[src/rtl/imem_loader.sv]
// imem_loader: loads a length-prefixed, XOR-checksummed byte frame into instruction memory
// and holds the CPU until a load completes with a good checksum.
module imem_loader #(
    parameter int unsigned TIMEOUT = 1023
) (
    input  logic        clk,
    input  logic        rst,
    input  logic        start_i,
    input  logic        in_valid_i,
    input  logic [7:0]  in_data_i,
    output logic        in_ready_o,
    output logic        mem_we_o,
    output logic [15:0] mem_addr_o,
    output logic [15:0] mem_wdata_o,
    output logic        cpu_hold_o,
    output logic        busy_o,
    output logic        done_o,
    output logic        err_o,
    output logic [8:0]  words_loaded_o
);
    localparam int IW = (TIMEOUT > 0) ? $clog2(TIMEOUT + 1) : 1;

    typedef enum logic [2:0] {IDLE, COUNT, HI, LO, WR, CHK, DONE, ERR} state_t;

    state_t        state_q, state_d;
    logic [7:0]    n_q, n_d, hi_q, hi_d, lo_q, lo_d, addr_q, addr_d, csum_q, csum_d;
    logic [8:0]    cnt_q, cnt_d;
    logic [IW-1:0] idle_q, idle_d;
    logic          wait_st, accept;
    logic [8:0]    n_words;

    assign wait_st = state_q inside {COUNT, HI, LO, CHK};
    assign accept  = wait_st && in_valid_i;
    // A count byte of zero encodes a full 256-word image
    assign n_words = (n_q == 8'd0) ? 9'd256 : {1'b0, n_q};

    always_comb begin
        state_d = state_q;
        n_d     = n_q;
        hi_d    = hi_q;
        lo_d    = lo_q;
        addr_d  = addr_q;
        csum_d  = csum_q;
        cnt_d   = cnt_q;
        idle_d  = (wait_st && !accept) ? idle_q + 1'b1 : '0;
        case (state_q)
            IDLE, DONE, ERR: if (start_i) begin
                state_d = COUNT;
                cnt_d   = '0;
                addr_d  = '0;
                csum_d  = '0;
            end
            COUNT: if (accept) begin
                n_d     = in_data_i;
                state_d = HI;
            end
            HI: if (accept) begin
                hi_d    = in_data_i;
                csum_d  = csum_q ^ in_data_i;
                state_d = LO;
            end
            LO: if (accept) begin
                lo_d    = in_data_i;
                csum_d  = csum_q ^ in_data_i;
                state_d = WR;
            end
            WR: begin
                addr_d  = addr_q + 8'd1;
                cnt_d   = cnt_q + 9'd1;
                state_d = (cnt_q + 9'd1 == n_words) ? CHK : HI;
            end
            CHK: if (accept) state_d = (in_data_i == csum_q) ? DONE : ERR;
        endcase
        // A stalled source aborts the load; an accept on the same cycle still wins
        if (wait_st && !accept && idle_q == IW'(TIMEOUT)) state_d = ERR;
    end

    always_ff @(posedge clk or posedge rst) begin
        if (rst) begin
            state_q <= IDLE;
            n_q     <= '0;
            hi_q    <= '0;
            lo_q    <= '0;
            addr_q  <= '0;
            csum_q  <= '0;
            cnt_q   <= '0;
            idle_q  <= '0;
        end else begin
            state_q <= state_d;
            n_q     <= n_d;
            hi_q    <= hi_d;
            lo_q    <= lo_d;
            addr_q  <= addr_d;
            csum_q  <= csum_d;
            cnt_q   <= cnt_d;
            idle_q  <= idle_d;
        end
    end

    assign in_ready_o     = wait_st;
    assign mem_we_o       = state_q == WR;
    assign mem_addr_o     = {8'h00, addr_q};
    assign mem_wdata_o    = {hi_q, lo_q};
    assign cpu_hold_o     = state_q != DONE;
    assign busy_o         = state_q inside {COUNT, HI, LO, WR, CHK};
    assign done_o         = state_q == DONE;
    assign err_o          = state_q == ERR;
    assign words_loaded_o = cnt_q;
endmodule

[config.mk]
export PLATFORM = sky130hd
export DESIGN_NAME = imem_loader
export DESIGN_NICKNAME = d
export VERILOG_FILES = /design/src/rtl/imem_loader.sv
export SDC_FILE = /design/constraint.sdc
export NUM_CORES = 1
export LEC_CHECK = 0
export CAP_MARGIN = 20
export CELL_PAD_IN_SITES_DETAIL_PLACEMENT = 0
export CELL_PAD_IN_SITES_GLOBAL_PLACEMENT = 1
export CORE_ASPECT_RATIO = 1.1
export CORE_MARGIN = 5
export CORE_UTILIZATION = 44
export CTS_CLUSTER_SIZE = 25
export DETAILED_ROUTE_END_ITERATION = 10
export PLACE_DENSITY = 0.93
export SETUP_SLACK_MARGIN = 0.05
export SYNTH_ARGS = -nofsm -noshare
export SYNTH_HDL_FRONTEND = slang
export SYNTH_SLANG_ARGS = --single-unit
[constraint.sdc]
create_clock -name clk -period 4.9 [get_ports clk]
set_clock_uncertainty 0.1 [all_clocks]
set_input_delay 0.735 -clock clk [delete_from_list [all_inputs] [get_ports clk]]
set_output_delay 0.735 -clock clk [all_outputs]
set_load 0.01 [all_outputs]
-- Word-level counts from Yosys, hierarchy flattened
Cells that the tools add are included.
W data, S select, Z words.
- bits in registers: 62
- bits of input ports: 12
- output and inout bits: 47
- word-level logic and storage cells: 65
- add/sub/neg operators: 3
- eq/ne operators: 18
- multiplexer cells: 17
- bitwise operators: 1
- reductions and logical operators: 18
- operators with widths (operator ; number):
    $pmux W8 S2 ; 2
    $mux W3 ; 7
    $mux W9 ; 2
    $pmux W3 S6 ; 1
    $pmux W9 S2 ; 1
    $mux W8 ; 2
    $eq A3 B3 Y1 const B ; 4
    $ne A3 B2 Y1 const B ; 4
    $add A10 B1 Y10 const B ; 1
    $eq A10 B10 Y1 const B ; 1
    $mux W10 ; 1
    $add A9 B1 Y9 const B ; 1
    $eq A9 B9 Y1 ; 1
    $add A8 B1 Y8 const B ; 1
    $eq A8 B8 Y1 ; 1
    $logic_not A8 Y1 ; 1
    $reduce_and A2 Y1 ; 4
    $xor A8 B8 Y8 ; 1
    $eq A3 B2 Y1 const B ; 2
    $ne A3 B3 Y1 const B ; 2
    $reduce_and A5 Y1 ; 1
    $reduce_bool A5 Y1 ; 1
    $reduce_bool A2 Y1 ; 2
    $reduce_bool A4 Y1 ; 1
    10 further kinds ; 12

-- Depth between registers and ports, before layout
- depth in word-level cells: 8
- gate-level depth with buffers: 10

-- Worst setup path after synthesis
No wires, ideal clock.
- path kind: input -> register
- from: in in_valid_i
- to: reg state_q[1]
- setup time: 124 ps
- data arrival time: 2271 ps
- required time: 4676 ps
- setup slack: 2405 ps
- stages on the path: 6
- path through: clkbuf_1 > nor3b_1 > nor4_2 > mux2_2 > a211o_1 > a211o_1
- word-level cells in the longest chain between the ends: 6
- elaborated cells between the ends (all ways): 11
- classes of those cells: 5 x eq/ne; 1 x mux; 5 x reduce/logical
- RTL lines (element ; line ; text):
    from (decl) ; 9 ; input logic in_valid_i,
    $logic_and A1 B1 Y1 * ; 33 ; assign accept = wait_st && in_valid_i;
    $logic_not A1 Y1 ; 75 ; if (wait_st && !accept && idle_q == IW'(TIMEOUT)) state_d = ERR;
    $logic_and A1 B1 Y1 (2 in a row) ; 75 ;
    $ne A3 B2 Y1 (no source line) / $ne A3 B3 Y1 (equally long branches) ; n/a ;
    $reduce_and A5 Y1 (no source line) ; n/a ;
    to (signal assigned) ; 89 ; state_q <= state_d;
    to (decl) ; 25 ; state_t state_q, state_d;
Mark *: on every way between the ends. The rest lies on a longest branch, timed or not.
A chain may end at the register's enable or synchronous reset.

-- Worst setup path after layout
- from: reg state_q[1]
- to: out mem_we_o
- word-level cells in the longest chain between the ends: 1
- RTL lines (element ; line ; text):
    $eq A3 B3 Y1 ; 101 ; assign mem_we_o = state_q == WR;
    to (decl) ; 12 ; output logic mem_we_o,
No other way between the ends.

==> impl_metrics.py <==
metrics = {
    "detailed_routing": {
        "remaining_drc_errors": 0,
        "drt-pass1-iter-count": 4,
        "routedWlPerCell_um": 14.91,
        "drt-initial-drc-count": 111,
        "routed_wl_um": 7114,
        "drtAntennaViolNets": 0,
        "viasPerCell": 5.361,
        "vias": 2557,
    },
    "global_routing": {
        "grt_pass1_vias": 2473,
        "grt_usage": 0.1618,
        "overflow": 0,
        "antenna_found_initial": 0,
        "grt_max_degree": 42,
        "grt_pass1_wl_um": 12060,
    },
    "setup_path": {
        "cp_slowest_cell": "or3b_1",
        "cpLargestDelayFamily": "buffers and inverters",
        "crit_chain": "or3b_1 -> inv_1 -> clkdlybuf4s50_1",
        "cp.required_ns": 4.07,
        "crit_buf_inv": 2,
        "critPathCaptureType": "output port",
        "critPathKind": "flop to output port",
        "arrival_ns": 2.10,
        "path_max_fanout": 18,
        "critPathLaunchType": "flop",
        "critPathMaxStageDelay_ns": 0.59,
    },
    "cells_and_area": {
        "diodes": 0,
        "final_cell_mix": "62 x dfrtp_1, 50 x clkdlybuf4s50_1, 37 x o21ai_0",
        "area_growth_pct": 23.02,
        "finalInstanceArea_sq_um": 4093,
        "mostFrequentLayoutCell": "dfrtp_1",
        "drive_gt1_frac": 0.1231,
        "final_nets": 402,
    },
    "timing": {
        "worst_pin_slew_ns": 0.9009,
        "finalSetupTns_ns": 0,
        "maxSlewViolCount": 0,
        "period_needed_ns": 2.938,
        "hold_viol": 0,
        "relSlewSlack": 0.3972,
        "period_share": 0.5995,
        "max_freq_mhz": 340.4,
        "setup_viol": 0,
        "worst_hold_slack_ns": 0.3801,
        "rsz0062_at_grt": "false",
    },
    "logic_synthesis": {
        "ys_types": 48,
        "syn_area_per_cell_sq_um": 9.902,
        "syn_area_sq_um": 3327,
        "synthCells": 336,
        "synth_seq_area_share": 0.4663,
        "ys_seq_elements": 62,
        "synth_edf_count": 0,
        "yosysWarnings": 0,
        "synthArstFlopShare": 1.000,
        "ys.flop_type": "dfrtp_1",
    },
    "status": {
        "outcome": "completed",
    },
    "floorplan": {
        "initial_core_util": 0.4476,
        "dieArea_sq_um": 9402,
        "die_height_um": 101.2,
        "design.core.area_sq_um": 7432,
        "io_pins": 59,
        "fp-row-count": 33,
        "die_w_um": 92.91,
    },
    "placed_design": {
        "dp_hpwl_um": 5153,
        "portBuffers": 50,
        "placed_cell_area_sq_um": 3861,
        "gp_congestion": 0.8587,
    },
    "flow_run": {
        "maxCapViolations": 0,
    },
    "power_and_ir_drop": {
        "peakVddDrop_uv": 311.8,
        "power_leakage_uw": 0.001705,
        "pwr_density_cell_nw_per_um2": 531.5,
    },
    "clock_network": {
        "path_clk_slew_ns": 0.07,
        "post-cts-setup-buffers": 0,
        "post_cts_resize_count": 0,
        "cts_buffers": 9,
        "cts_root_buf": "clkbuf_8",
        "cts_hold_buffers": 0,
        "cts_sinks": 62,
        "tritoncts": "built",
        "cts-htree-levels": 3,
        "clock_latency_ns": 0.34,
        "clock_path_buffers": 2,
    },
    "worst_hold_path": {
        "hold_class": "flop to flop",
    },
}
cell families (layout without fill, tap and decap cells):
kind of cell,Yosys count,after routing,share of synthesized area
buffers and inverters,29,76,0.04400
multiplexers,25,25,0.08462
flip-flops,62,62,0.4663
AO/OA/AOI/OAI,67,67,0.1215
AND/OR/NAND/NOR,118,118,0.1828
other,1,8,0.001127
adder cells (fa/ha/maj),5,5,0.01880
XOR/XNOR,29,29,0.08086
metal layers:
| layer | GRT usage | up-vias | wire length, um |
|---|---|---|---|
| li1 | - | 1258 | - |
| met5 | 0 | - | 0 |
| met3 | 0.04458 | 9 | 330 |
| met4 | 0.05073 | 0 | 80 |
| met2 | 0.2659 | 55 | 3457 |
| met1 | 0.2090 | 1235 | 3246 |
layout make-up:
type                       instances  area [sq um]
clock buffer                      12         155.1
clock inverter                     4         76.32
fill                             639          3339
inverter                           8         30.03
multi-input combinational        252          1655
sequential                        62          1551
tap                               87         108.9
timing repair buffer              52         515.5
stage by stage:
step	power, uW	utilization	std cells	setup slack [ns]
after floorplan	1354	-	343	2.405
after global placement	1648	0.5195	461	1.901
after detailed placement	1676	0.5195	461	1.854
after CTS	2203	0.5507	477	1.945
after global routing	2336	0.5507	477	1.844
final	2175	0.5507	477	1.962
power breakdown:
part / switching, uW / internal, uW
clock network: 202 / 316
logic: 382 / 459
registers: 150 / 666
total: 734 / 1440
registers in the layout, summed over array words and instances (netlist names):
name	cells
lo_q	8
words_loaded_o	9
addr_q	8
state_q	3
idle_q	10
hi_q	8
csum_q	8
n_q	8
cells in the mapped netlist, types with 2 or more instances:
cell type,number,area share
nand2_1,22,0.025
xnor2_1,20,0.053
a21o_1,2,0.0045
o211ai_1,2,0.0045
a31oi_1,2,0.0038
or2_1,2,0.0038
mux2_2,25,0.085
nor2_1,35,0.039
o31ai_1,6,0.014
nand3_1,8,0.012
xor2_1,8,0.021
nor3_1,5,0.0075
a22o_1,2,0.0053
and2_1,3,0.0056
or3_1,2,0.0038
dfrtp_1,62,0.47
nand2b_1,10,0.019
o21ai_1,6,0.0090
inv_1,7,0.0079
o21ai_0,37,0.056
nor3b_1,4,0.0090
a21oi_1,2,0.0030
buf_4,8,0.018
nor2b_1,3,0.0056
nor4_1,5,0.0094
ha_1,5,0.019
nand4_1,5,0.0094
and3_1,6,0.011
buf_2,6,0.0090
clkbuf_1,7,0.0079
a211o_1,2,0.0053
final timing paths:
kind	startpoint	end	slack, ns	depth (start not counted)
hold reg to reg	idle_q[0]$_DFF_PP0_	idle_q[0]$_DFF_PP0_	0.38	1
min in group asynchronous	rst	idle_q[2]$_DFF_PP0_	0.64	2
setup / recovery	state_q[1]$_DFFE_PP0P_	mem_we_o	1.96	3
max in group asynchronous	rst	n_q[5]$_DFFE_PP0P_	3.18	3
hold / removal	idle_q[0]$_DFF_PP0_	idle_q[0]$_DFF_PP0_	0.38	1
setup reg to reg	state_q[1]$_DFFE_PP0P_	state_q[1]$_DFFE_PP0P_	2.16	6
(Power assumes the default switching activity.)
